[src/rtl/mc_pkg.sv]
// ============================================================================
// mc_pkg : shared opcodes, state encoding and control-word types for the
//          multicycle MIPS main control unit.
// Revision: 1.0
// ============================================================================
`default_nettype none

package mc_pkg;

  localparam logic [5:0] OP_R    = 6'h00;
  localparam logic [5:0] OP_J    = 6'h02;
  localparam logic [5:0] OP_BEQ  = 6'h04;
  localparam logic [5:0] OP_ADDI = 6'h08;
  localparam logic [5:0] OP_LW   = 6'h23;
  localparam logic [5:0] OP_SW   = 6'h2B;

  typedef enum logic [3:0] {
    S_FETCH  = 4'd0,
    S_DECODE = 4'd1,
    S_MEMADR = 4'd2,
    S_MEMRD  = 4'd3,
    S_MEMWB  = 4'd4,
    S_MEMWR  = 4'd5,
    S_EXEC   = 4'd6,
    S_ALUWB  = 4'd7,
    S_BRANCH = 4'd8,
    S_JUMP   = 4'd9,
    S_ADDIEX = 4'd10,
    S_ADDIWB = 4'd11
  } state_t;

  localparam logic [1:0] ALU_ADD   = 2'b00;
  localparam logic [1:0] ALU_SUB   = 2'b01;
  localparam logic [1:0] ALU_FUNCT = 2'b10;

  localparam logic [1:0] SRCB_B       = 2'b00;
  localparam logic [1:0] SRCB_FOUR    = 2'b01;
  localparam logic [1:0] SRCB_IMM     = 2'b10;
  localparam logic [1:0] SRCB_IMM_SH2 = 2'b11;

  localparam logic [1:0] PC_ALU    = 2'b00;
  localparam logic [1:0] PC_ALUOUT = 2'b01;
  localparam logic [1:0] PC_JUMP   = 2'b10;

  typedef struct packed {
    logic       mem_read;
    logic       mem_write;
    logic       i_or_d;
    logic       ir_write;
    logic       reg_write;
    logic       reg_dst;
    logic       mem_to_reg;
    logic       alu_src_a;
    logic [1:0] alu_src_b;
    logic [1:0] alu_op;
    logic [1:0] pc_source;
    logic       pc_en;
    logic       instr_done;
  } ctrl_t;

endpackage

`default_nettype wire

[src/rtl/mc_output_decode.sv]
// ============================================================================
// mc_output_decode : combinational state -> control-word map (Moore outputs,
//                    qualified by mem_ready / zero where the state needs it).
// Optional feature macro: MC_ADDI_EN. Revision: 1.0
// ============================================================================
`default_nettype none

module mc_output_decode
  import mc_pkg::*;
(
  input  state_t state,
  input  logic   mem_ready,
  input  logic   zero,
  output ctrl_t  ctrl
);

  always_comb begin
    ctrl = '0;
    case (state)
      S_FETCH: begin
        ctrl.mem_read  = 1'b1;
        ctrl.alu_src_b = SRCB_FOUR;
        ctrl.ir_write  = mem_ready;
        ctrl.pc_en     = mem_ready;
      end
      S_DECODE: ctrl.alu_src_b = SRCB_IMM_SH2;
      S_MEMADR: begin
        ctrl.alu_src_a = 1'b1;
        ctrl.alu_src_b = SRCB_IMM;
      end
      S_MEMRD: begin
        ctrl.mem_read = 1'b1;
        ctrl.i_or_d   = 1'b1;
      end
      S_MEMWR: begin
        ctrl.mem_write  = 1'b1;
        ctrl.i_or_d     = 1'b1;
        ctrl.instr_done = mem_ready;
      end
      S_MEMWB: begin
        ctrl.reg_write  = 1'b1;
        ctrl.mem_to_reg = 1'b1;
        ctrl.instr_done = 1'b1;
      end
      S_EXEC: begin
        ctrl.alu_src_a = 1'b1;
        ctrl.alu_op    = ALU_FUNCT;
      end
      S_ALUWB: begin
        ctrl.reg_write  = 1'b1;
        ctrl.reg_dst    = 1'b1;
        ctrl.instr_done = 1'b1;
      end
      S_BRANCH: begin
        ctrl.alu_src_a  = 1'b1;
        ctrl.alu_op     = ALU_SUB;
        ctrl.pc_source  = PC_ALUOUT;
        ctrl.pc_en      = zero;
        ctrl.instr_done = 1'b1;
      end
      S_JUMP: begin
        ctrl.pc_source  = PC_JUMP;
        ctrl.pc_en      = 1'b1;
        ctrl.instr_done = 1'b1;
      end
`ifdef MC_ADDI_EN
      S_ADDIEX: begin
        ctrl.alu_src_a = 1'b1;
        ctrl.alu_src_b = SRCB_IMM;
      end
      S_ADDIWB: begin
        ctrl.reg_write  = 1'b1;
        ctrl.instr_done = 1'b1;
      end
`endif
      default: ctrl = '0;
    endcase
  end

endmodule

`default_nettype wire

[src/rtl/multicycle_control.sv]
// ============================================================================
// multicycle_control : main Moore control FSM for the multicycle MIPS datapath.
// Optional feature macro: MC_ADDI_EN (ADDI states). Revision: 1.0
// ============================================================================
`default_nettype none

module multicycle_control
  import mc_pkg::*;
(
  input  logic       clk,
  input  logic       rst_n,
  input  logic [5:0] opcode,
  input  logic       zero,
  input  logic       mem_ready,
  output logic       mem_read,
  output logic       mem_write,
  output logic       i_or_d,
  output logic       ir_write,
  output logic       reg_write,
  output logic       reg_dst,
  output logic       mem_to_reg,
  output logic       alu_src_a,
  output logic [1:0] alu_src_b,
  output logic [1:0] alu_op,
  output logic [1:0] pc_source,
  output logic       pc_en,
  output logic       instr_done,
  output logic       illegal_op,
  output logic [3:0] state
);

  state_t     r_state;
  state_t     w_next;
  logic [5:0] r_op;
  logic       w_illegal;
  ctrl_t      w_ctrl;
  ctrl_t      w_ctrl_g;

  always_ff @(posedge clk) begin
    if (!rst_n) begin
      r_state <= S_FETCH;
      r_op    <= '0;
    end else begin
      r_state <= w_next;
      if (r_state == S_DECODE) r_op <= opcode;
    end
  end

  always_comb begin
    w_next    = S_FETCH;
    w_illegal = 1'b0;
    case (r_state)
      S_FETCH:  w_next = mem_ready ? S_DECODE : S_FETCH;
      S_DECODE: begin
        case (opcode)
          OP_LW, OP_SW: w_next = S_MEMADR;
          OP_R:         w_next = S_EXEC;
          OP_BEQ:       w_next = S_BRANCH;
          OP_J:         w_next = S_JUMP;
`ifdef MC_ADDI_EN
          OP_ADDI:      w_next = S_ADDIEX;
`endif
          default: begin
            w_next    = S_FETCH;
            w_illegal = 1'b1;
          end
        endcase
      end
      // Opcode comes from the latch; the IR may already hold something else.
      S_MEMADR: w_next = (r_op == OP_SW) ? S_MEMWR : S_MEMRD;
      S_MEMRD:  w_next = mem_ready ? S_MEMWB : S_MEMRD;
      S_MEMWR:  w_next = mem_ready ? S_FETCH : S_MEMWR;
      S_EXEC:   w_next = S_ALUWB;
`ifdef MC_ADDI_EN
      S_ADDIEX: w_next = S_ADDIWB;
`endif
      default:  w_next = S_FETCH;
    endcase
  end

  mc_output_decode u_decode (
    .state     (r_state),
    .mem_ready (mem_ready),
    .zero      (zero),
    .ctrl      (w_ctrl)
  );

  // Strobes must fall in the very cycle reset is asserted, not one edge later.
  assign w_ctrl_g   = rst_n ? w_ctrl : '0;
  assign mem_read   = w_ctrl_g.mem_read;
  assign mem_write  = w_ctrl_g.mem_write;
  assign i_or_d     = w_ctrl_g.i_or_d;
  assign ir_write   = w_ctrl_g.ir_write;
  assign reg_write  = w_ctrl_g.reg_write;
  assign reg_dst    = w_ctrl_g.reg_dst;
  assign mem_to_reg = w_ctrl_g.mem_to_reg;
  assign alu_src_a  = w_ctrl_g.alu_src_a;
  assign alu_src_b  = w_ctrl_g.alu_src_b;
  assign alu_op     = w_ctrl_g.alu_op;
  assign pc_source  = w_ctrl_g.pc_source;
  assign pc_en      = w_ctrl_g.pc_en;
  assign instr_done = w_ctrl_g.instr_done;
  assign illegal_op = rst_n & w_illegal;
  assign state      = rst_n ? r_state : 4'd0;

endmodule

`default_nettype wire

[config.mk]
export PLATFORM = sky130hd
export DESIGN_NAME = multicycle_control
export DESIGN_NICKNAME = d
export VERILOG_FILES = /design/src/rtl/mc_pkg.sv /design/src/rtl/mc_output_decode.sv /design/src/rtl/multicycle_control.sv
export SDC_FILE = /design/constraint.sdc
export NUM_CORES = 1
export LEC_CHECK = 0
export CORE_MARGIN = 3
export CORE_UTILIZATION = 25
export DETAILED_ROUTE_END_ITERATION = 6
export HOLD_SLACK_MARGIN = 0.05
export PLACE_DENSITY = 0.56
export SLEW_MARGIN = 20
export SYNTH_ARGS = -nofsm -noshare
export SYNTH_HDL_FRONTEND = slang
export SYNTH_SLANG_ARGS = --single-unit
[constraint.sdc]
create_clock -name clk -period 3.57 [get_ports clk]
set_input_delay 0.714 -clock clk [delete_from_list [all_inputs] [get_ports clk]]
set_output_delay 0.714 -clock clk [all_outputs]
set_load 0.05 [all_outputs]
==> flow_metrics.env, run 1 <==
export IMPL_r2r_start="r_state[0]$_SDFF_PN0_"
export IMPL_drc=0
export IMPL_yosysMostFrequentCell="nand2_1"
export IMPL_synthAdderAreaFrac_pct=0
export IMPL_clkLatencyLatePin_ns=0.26
export IMPL_yosysTopAreaCell="dfxtp_1"
export IMPL_ys_ff_latch=10
export IMPL_yosys_warnings=0
export IMPL_synth_top_family_by_area="simple AND/OR/NAND/NOR gates"
export IMPL_switching_share_pct=32.91
export IMPL_min_path_cells=2
export IMPL_wl_um=2289
export IMPL_timing_fmax_ghz=0.3112
export IMPL_synth_edf_count=0
export IMPL_multi_input_area_um2=550.5
export IMPL_whs_endpoint="r_op[5]$_SDFFE_PN0P_"
export IMPL_cts_inserted_buffers=3
export IMPL_cts_htree_levels=1
export IMPL_cts_tree="done"
export IMPL_pin_count=31
export IMPL_r2r_setup_slack_ns=1.76
export IMPL_area_growth_pct=44.31
export IMPL_rows=20
export IMPL_p_comb_share_pct=30.0
export IMPL_pwr_share_seq_pct=38.2
export IMPL_post_drt_via_cell_ratio=4.742
export IMPL_tightest_slew_ns=0.6196
export IMPL_critPathSlowestCell="clkdlybuf4s50_1"
export IMPL_slowest_delay_ns=0.83
export IMPL_timing_critical_path_cells="clkdlybuf4s50_1 > nor3b_1 > clkdlybuf4s50_1"
export IMPL_vdd_ir_drop_max_v=0.0001471
export IMPL_synth_xor_area_share_pct=3.231
export IMPL_hold_path_startpoint="r_op[5]$_SDFFE_PN0P_"
export IMPL_die_area_um2=3973
export IMPL_synth_avg_cell_area_um2=7.327
export IMPL_ant_nets=0
export IMPL_cts_sinks=10
export IMPL_die_h_um=63.04
export IMPL_cts_resized=0
export IMPL_hold_class="reg -> reg"
export IMPL_die_x_um=63.04
export IMPL_p_leak_nw=0.4287
export IMPL_r2r_cells=4
export IMPL_fin_tns_setup_ns=0
export IMPL_synth_common_cells="nand2_1, nor2_1, dfxtp_1"
export IMPL_status="finished, final reports clean"
export IMPL_cp_depth=3
export IMPL_synthArstFlopShare_pct=0
export IMPL_yosysUniqueCellTypes=37
export IMPL_critPathRequiredTime_ns=2.86
export IMPL_synth_ff_type="dfxtp_1"
export IMPL_synth_fp_nets=121
export IMPL_portBuffers=30
export IMPL_cp_arrival_ns=2.50
export IMPL_yosysSeqAreaShare_pct=24.62
export IMPL_min_period_over_period_pct=90.00
export IMPL_grt_pass1_wl_um=3905
export IMPL_place_hpwl_um=1768
export IMPL_path_buf_inv=2
export IMPL_synth_simple_area_share_pct=45.08
export IMPL_drt_initial_drc_count=17
export IMPL_fin_util_pct=38.13
export IMPL_core_um2=3078
export IMPL_rsz0062_at_grt="false"
export IMPL_powerDensity_nw_per_um2=275.2
export IMPL_endpoint_kind="primary output"
export IMPL_grt_ovfl_total=0
export IMPL_finalHoldViolCount=0
export IMPL_wl_per_cell_um=12.58
export IMPL_drive_above_1_share_pct=19.57
export IMPL_p_int_w=0.0002167
export IMPL_grt_max_degree=21
export IMPL_crit_top_cell="clkdlybuf4s50_1"
export IMPL_cts_path_max_buffers=2
export IMPL_start_util_pct=26.42
export IMPL_skew_ns=0.003802
export IMPL_root_buffer="clkbuf_4"
export IMPL_synthTopCellsByArea="dfxtp_1, nand2_1, nor2_1"
export IMPL_dr_pass1_iters=4
export IMPL_critical_path_class="in -> out"
export IMPL_setup_viol=0
export IMPL_regArea_um2=200.2
export IMPL_post_cts_repair_setup_buffers=0
export IMPL_crit_path_start_kind="primary input"
export IMPL_netlist_area_um2=813.3
export IMPL_grt_pass1_vias=836
export IMPL_antennaDiodeCount=0
export IMPL_crit_family="buffers and inverters"
export IMPL_ctsHoldBuffers=0
export IMPL_max_slew_margin_pct=58.64
export IMPL_cts_clk_slew_worst_paths_ns=0.07
export IMPL_reg2reg_to="r_state[0]$_SDFF_PN0_"
export IMPL_vias=863
export IMPL_grtUsageTotal_pct=12.16
export IMPL_yosys_mux_area_fraction_pct=1.385
export IMPL_maxCapViolCount=0
export IMPL_final_nets=149
export IMPL_n_fill_cell=335
export IMPL_p_switching_w=0.0001063
export IMPL_p_clk_share_pct=31.7
export IMPL_synth_top_area_share_pct=24.62
export IMPL_p_total_w=0.0003230
export IMPL_synth_compound_area_share_pct=18.00
export IMPL_crit_fanout=15
export IMPL_syn_inst=111
export IMPL_gp_congestion=0.7527
export IMPL_min_period_ns=3.213
export IMPL_grt_antenna_before_repair=0
export IMPL_slew_violations=0
power by group through the flow:
stage	clock (W)	sequential, W	combinational (W)
finish	0.000102	0.000123	0.0000971
global route	0.000114	0.000125	0.000105
CTS	0.000106	0.000123	0.0000980
detailed placement	0	0.000126	0.0000977
global placement	0	0.000126	0.0000964
floorplan	0	0.000121	0.0000688
tightest hold or removal path, delay by kind of cell, from the launching register on:
family	cells	cell delay (ns)
compound gates	1	0.05
flops	1	0.31
simple gates	1	0.05
layer usage:
layer  routed length [um]  GRT usage, %
met5                    0             0
met4                    9         3.306
met3                   84         3.597
met2                 1137         21.08
met1                 1057         14.41
cell families (layout without fill, tap and decap cells):
family	count (synthesis)	in the layout
AO/OA/AOI/OAI	22	22
XOR/XNOR	3	3
buffers and inverters	10	37
flip-flops	10	10
multiplexers	1	1
AND/OR/NAND/NOR	65	65
cells in the final DEF, fill, tap and decap left out, drive strengths merged:
cell type | synthesis | routed
a211o | 1 | 1
a211oi | 1 | 1
a21boi | 7 | 7
a21oi | 6 | 6
a31oi | 1 | 1
and2 | 5 | 5
and3 | 3 | 3
buf | 6 | 17
clkbuf | 3 | 4
clkdlybuf4s50 | 0 | 15
dfxtp | 10 | 10
inv | 1 | 1
mux2 | 1 | 1
nand2 | 22 | 22
nand2b | 2 | 2
nand3 | 2 | 2
nand3b | 2 | 2
nor2 | 11 | 11
nor2b | 2 | 2
nor3 | 2 | 2
nor3b | 3 | 3
nor4 | 3 | 3
nor4b | 3 | 3
nor4bb | 1 | 1
o21ai | 4 | 4
o22a | 1 | 1
o311ai | 1 | 1
or2 | 1 | 1
or4 | 2 | 2
or4b | 1 | 1
xnor2 | 2 | 2
xor2 | 1 | 1
metrics by stage:
| step | setup slack, ns | hold WS (ns) | cells | instance area [um^2] |
|---|---|---|---|---|
| 4_1_cts | 0.3299 | 0.4504 | 182 | 1174 |
| 3_5_place_dp | 0.3377 | 0.4414 | 178 | 1137 |
| 2_1_floorplan | 0.02360 | 0.4299 | 111 | 813.3 |
| 6_report | 0.3571 | 0.4482 | 182 | 1174 |
| 5_1_grt | 0.2592 | 0.4849 | 182 | 1174 |
| 3_3_place_gp | 0.3819 | 0.4403 | 178 | 1137 |
flip-flops by register name (all words and copies together) (netlist names):
register / count
r_state: 4
r_op: 6
area by class of cell:
| type | instances | area share, % |
|---|---|---|
| Inverter | 1 | 0.3198 |
| Sequential cell | 10 | 17.06 |
| Clock buffer | 4 | 3.092 |
| Multi-Input combinational cell | 91 | 46.91 |
| Timing Repair Buffer | 32 | 27.93 |
| Tap cell | 44 | 4.691 |
worst max-delay path by stage:
stage | start | to | slack (ns)
final | rst_n | alu_src_a | 0.36
after global routing | rst_n | alu_src_a | 0.26
after CTS | rst_n | alu_src_a | 0.33
after detailed placement | rst_n | alu_src_a | 0.34
after global placement | rst_n | alu_src_a | 0.38
after floorplan | rst_n | alu_op[0] | 0.02
(Power assumes the default switching activity.)
==> inputs of run 2 (changes only) <==
--- a/config.mk
+++ b/config.mk
@@ -10,7 +10,8 @@
 export DETAILED_ROUTE_END_ITERATION = 6
 export HOLD_SLACK_MARGIN = 0.05
 export PLACE_DENSITY = 0.56
-export SLEW_MARGIN = 20
+export SKIP_LAST_GASP = 1
+export SLEW_MARGIN = 10
 export SYNTH_ARGS = -nofsm -noshare
 export SYNTH_HDL_FRONTEND = slang
 export SYNTH_SLANG_ARGS = --single-unit
==> constraint.sdc (replaced) <==
create_clock -name clk -period 3.1 [get_ports clk]
set_input_delay 0.62 -clock clk [delete_from_list [all_inputs] [get_ports clk]]
set_output_delay 0.62 -clock clk [all_outputs]
set_load 0.05 [all_outputs]
==> flow_metrics.env, run 2 (synthesis results as in run 1) <==
export IMPL_crit_fanout=6
export IMPL_r2r_setup_slack_ns=1.31
export IMPL_fin_tns_setup_ns=0
export IMPL_grt_pass1_wl_um=3760
export IMPL_pwr_share_seq_pct=37.3
export IMPL_slew_violations=0
export IMPL_cp_arrival_ns=2.25
export IMPL_critical_path_class="in -> out"
export IMPL_wl_per_cell_um=11.80
export IMPL_die_h_um=63.04
export IMPL_final_cell_mix="nand2_1, buf_12, nor2_1, buf_4, dfxtp_1"
export IMPL_critPathSlowestCell="or4_1"
export IMPL_dr_pass1_iters=4
export IMPL_endpoint_kind="primary output"
export IMPL_use_met3_pct=1.799
export IMPL_powerDensity_nw_per_um2=298.3
export IMPL_p_clk_share_pct=30.9
export IMPL_clkLatencyLatePin_ns=0.27
export IMPL_cts_sinks=10
export IMPL_portBuffers=30
export IMPL_cts_resized=0
export IMPL_timing_fmax_ghz=0.3480
export IMPL_vias=871
export IMPL_slowest_delay_ns=0.55
export IMPL_grtUsageTotal_pct=11.45
export IMPL_grt_busiest_layer="met2"
export IMPL_grt_use_met2_pct=18.58
export IMPL_core_um2=3078
export IMPL_finalHoldViolCount=0
export IMPL_maxCapViolCount=0
export IMPL_antennaDiodeCount=0
export IMPL_die_area_um2=3973
export IMPL_p_int_w=0.0002623
export IMPL_post_cts_repair_setup_buffers=0
export IMPL_start_util_pct=26.42
export IMPL_grt_pass1_vias=810
export IMPL_hold_class="reg -> reg"
export IMPL_min_path_cells=2
export IMPL_status="finished, final reports clean"
export IMPL_wl_um=2171
export IMPL_grt_ovfl_total=0
export IMPL_grt_antenna_before_repair=0
export IMPL_die_x_um=63.04
export IMPL_rsz0062_at_grt="false"
export IMPL_r2r_cells=4
export IMPL_grt_max_degree=21
export IMPL_rows=20
export IMPL_max_slew_margin_pct=57.62
export IMPL_vdd_ir_drop_max_v=0.0002286
export IMPL_layout_commonest_cell="nand2_1"
export IMPL_reg_largest_list="r_op (6), r_state (4)"
export IMPL_root_buffer="clkbuf_4"
export IMPL_drive_above_1_share_pct=26.43
export IMPL_min_period_ns=2.874
export IMPL_final_nets=151
export IMPL_met1_usage_pct=15.49
export IMPL_place_hpwl_um=1764
export IMPL_cts_tree="done"
export IMPL_ctsHoldBuffers=0
export IMPL_cts_inserted_buffers=3
export IMPL_p_switching_w=0.0001288
export IMPL_drt_initial_drc_count=35
export IMPL_post_drt_via_cell_ratio=4.734
export IMPL_crit_path_start_kind="primary input"
export IMPL_largest_reg_flops=6
export IMPL_switching_share_pct=32.93
export IMPL_p_comb_share_pct=31.8
export IMPL_p_leak_nw=0.4839
export IMPL_gp_congestion=0.7814
export IMPL_drc=0
export IMPL_ant_nets=0
export IMPL_cts_path_max_buffers=2
export IMPL_largest_register="r_op"
export IMPL_timing_critical_path_cells="clkdlybuf4s50_1 > or4_1 > a211oi_1 > nor4_1 > buf_4"
export IMPL_pin_count=31
export IMPL_setup_viol=0
export IMPL_min_period_over_period_pct=92.71
export IMPL_p_total_w=0.0003911
export IMPL_area_growth_pct=61.23
export IMPL_skew_ns=0.001893
export IMPL_tightest_slew_ns=0.6348
export IMPL_cts_htree_levels=1
export IMPL_cts_clk_slew_worst_paths_ns=0.07
export IMPL_critPathRequiredTime_ns=2.48
==> run 2: area by class of cell <==
| class | instances | area (um^2) |
|---|---|---|
| clock buffer | 4 | 36.28 |
| inverter | 1 | 3.754 |
| fill | 324 | 1767 |
| sequential | 10 | 200.2 |
| tap | 44 | 55.05 |
| timing repair buffer | 34 | 452.9 |
| multi-input combinational | 91 | 563.0 |
==> run 2: critical path, delay by kind of cell <==
| family | cells | cell delay [ns] |
|---|---|---|
| buffers and inverters | 2 | 0.68 |
| and+or+nand+nor | 2 | 0.64 |
| AOI/OAI and AO/OA | 1 | 0.32 |
==> run 2: metrics by stage <==
| step | instances | hold slack, ns | setup WS (ns) | utilization, % | instance area (um^2) |
|---|---|---|---|---|---|
| after global placement | 180 | 0.4438 | 0.2615 | 41.42 | 1275 |
| after global routing | 184 | 0.5021 | 0.1311 | 42.60 | 1311 |
| after CTS | 184 | 0.4604 | 0.2113 | 42.60 | 1311 |
| final | 184 | 0.4565 | 0.2261 | 42.60 | 1311 |
| after detailed placement | 180 | 0.4504 | 0.2184 | 41.42 | 1275 |
| after floorplan | 111 | 0.4299 | 0.1059 | - | 825.8 |
==> run 2: power groups by stage <==
stage / Sequential (W) / Combinational, W / Clock (W)
floorplan: 0.000140 / 0.0000798 / 0
global placement: 0.000149 / 0.000124 / 0
detailed placement: 0.000149 / 0.000125 / 0
CTS: 0.000146 / 0.000125 / 0.000122
global route: 0.000148 / 0.000134 / 0.000129
finish: 0.000146 / 0.000124 / 0.000121
==> run 2: path summary, 6_finish.rpt <==
| kind | from | to |
|---|---|---|
| setup / recovery | opcode[0] | illegal_op |
| hold / removal | r_op[3]$_SDFFE_PN0P_ | r_op[3]$_SDFFE_PN0P_ |
| setup reg to reg | r_state[0]$_SDFF_PN0_ | r_state[0]$_SDFF_PN0_ |
| hold reg to reg | r_op[3]$_SDFFE_PN0P_ | r_op[3]$_SDFFE_PN0P_ |
==> run 2: per-layer routing <==
metal | up-vias | share of wire [%] | wire (um)
met5 | - | 0 | 0
met4 | 0 | 1.2 | 27
met3 | 3 | 2.9 | 62
met2 | 13 | 49 | 1059
met1 | 407 | 47 | 1021
li1 | 448 | - | -
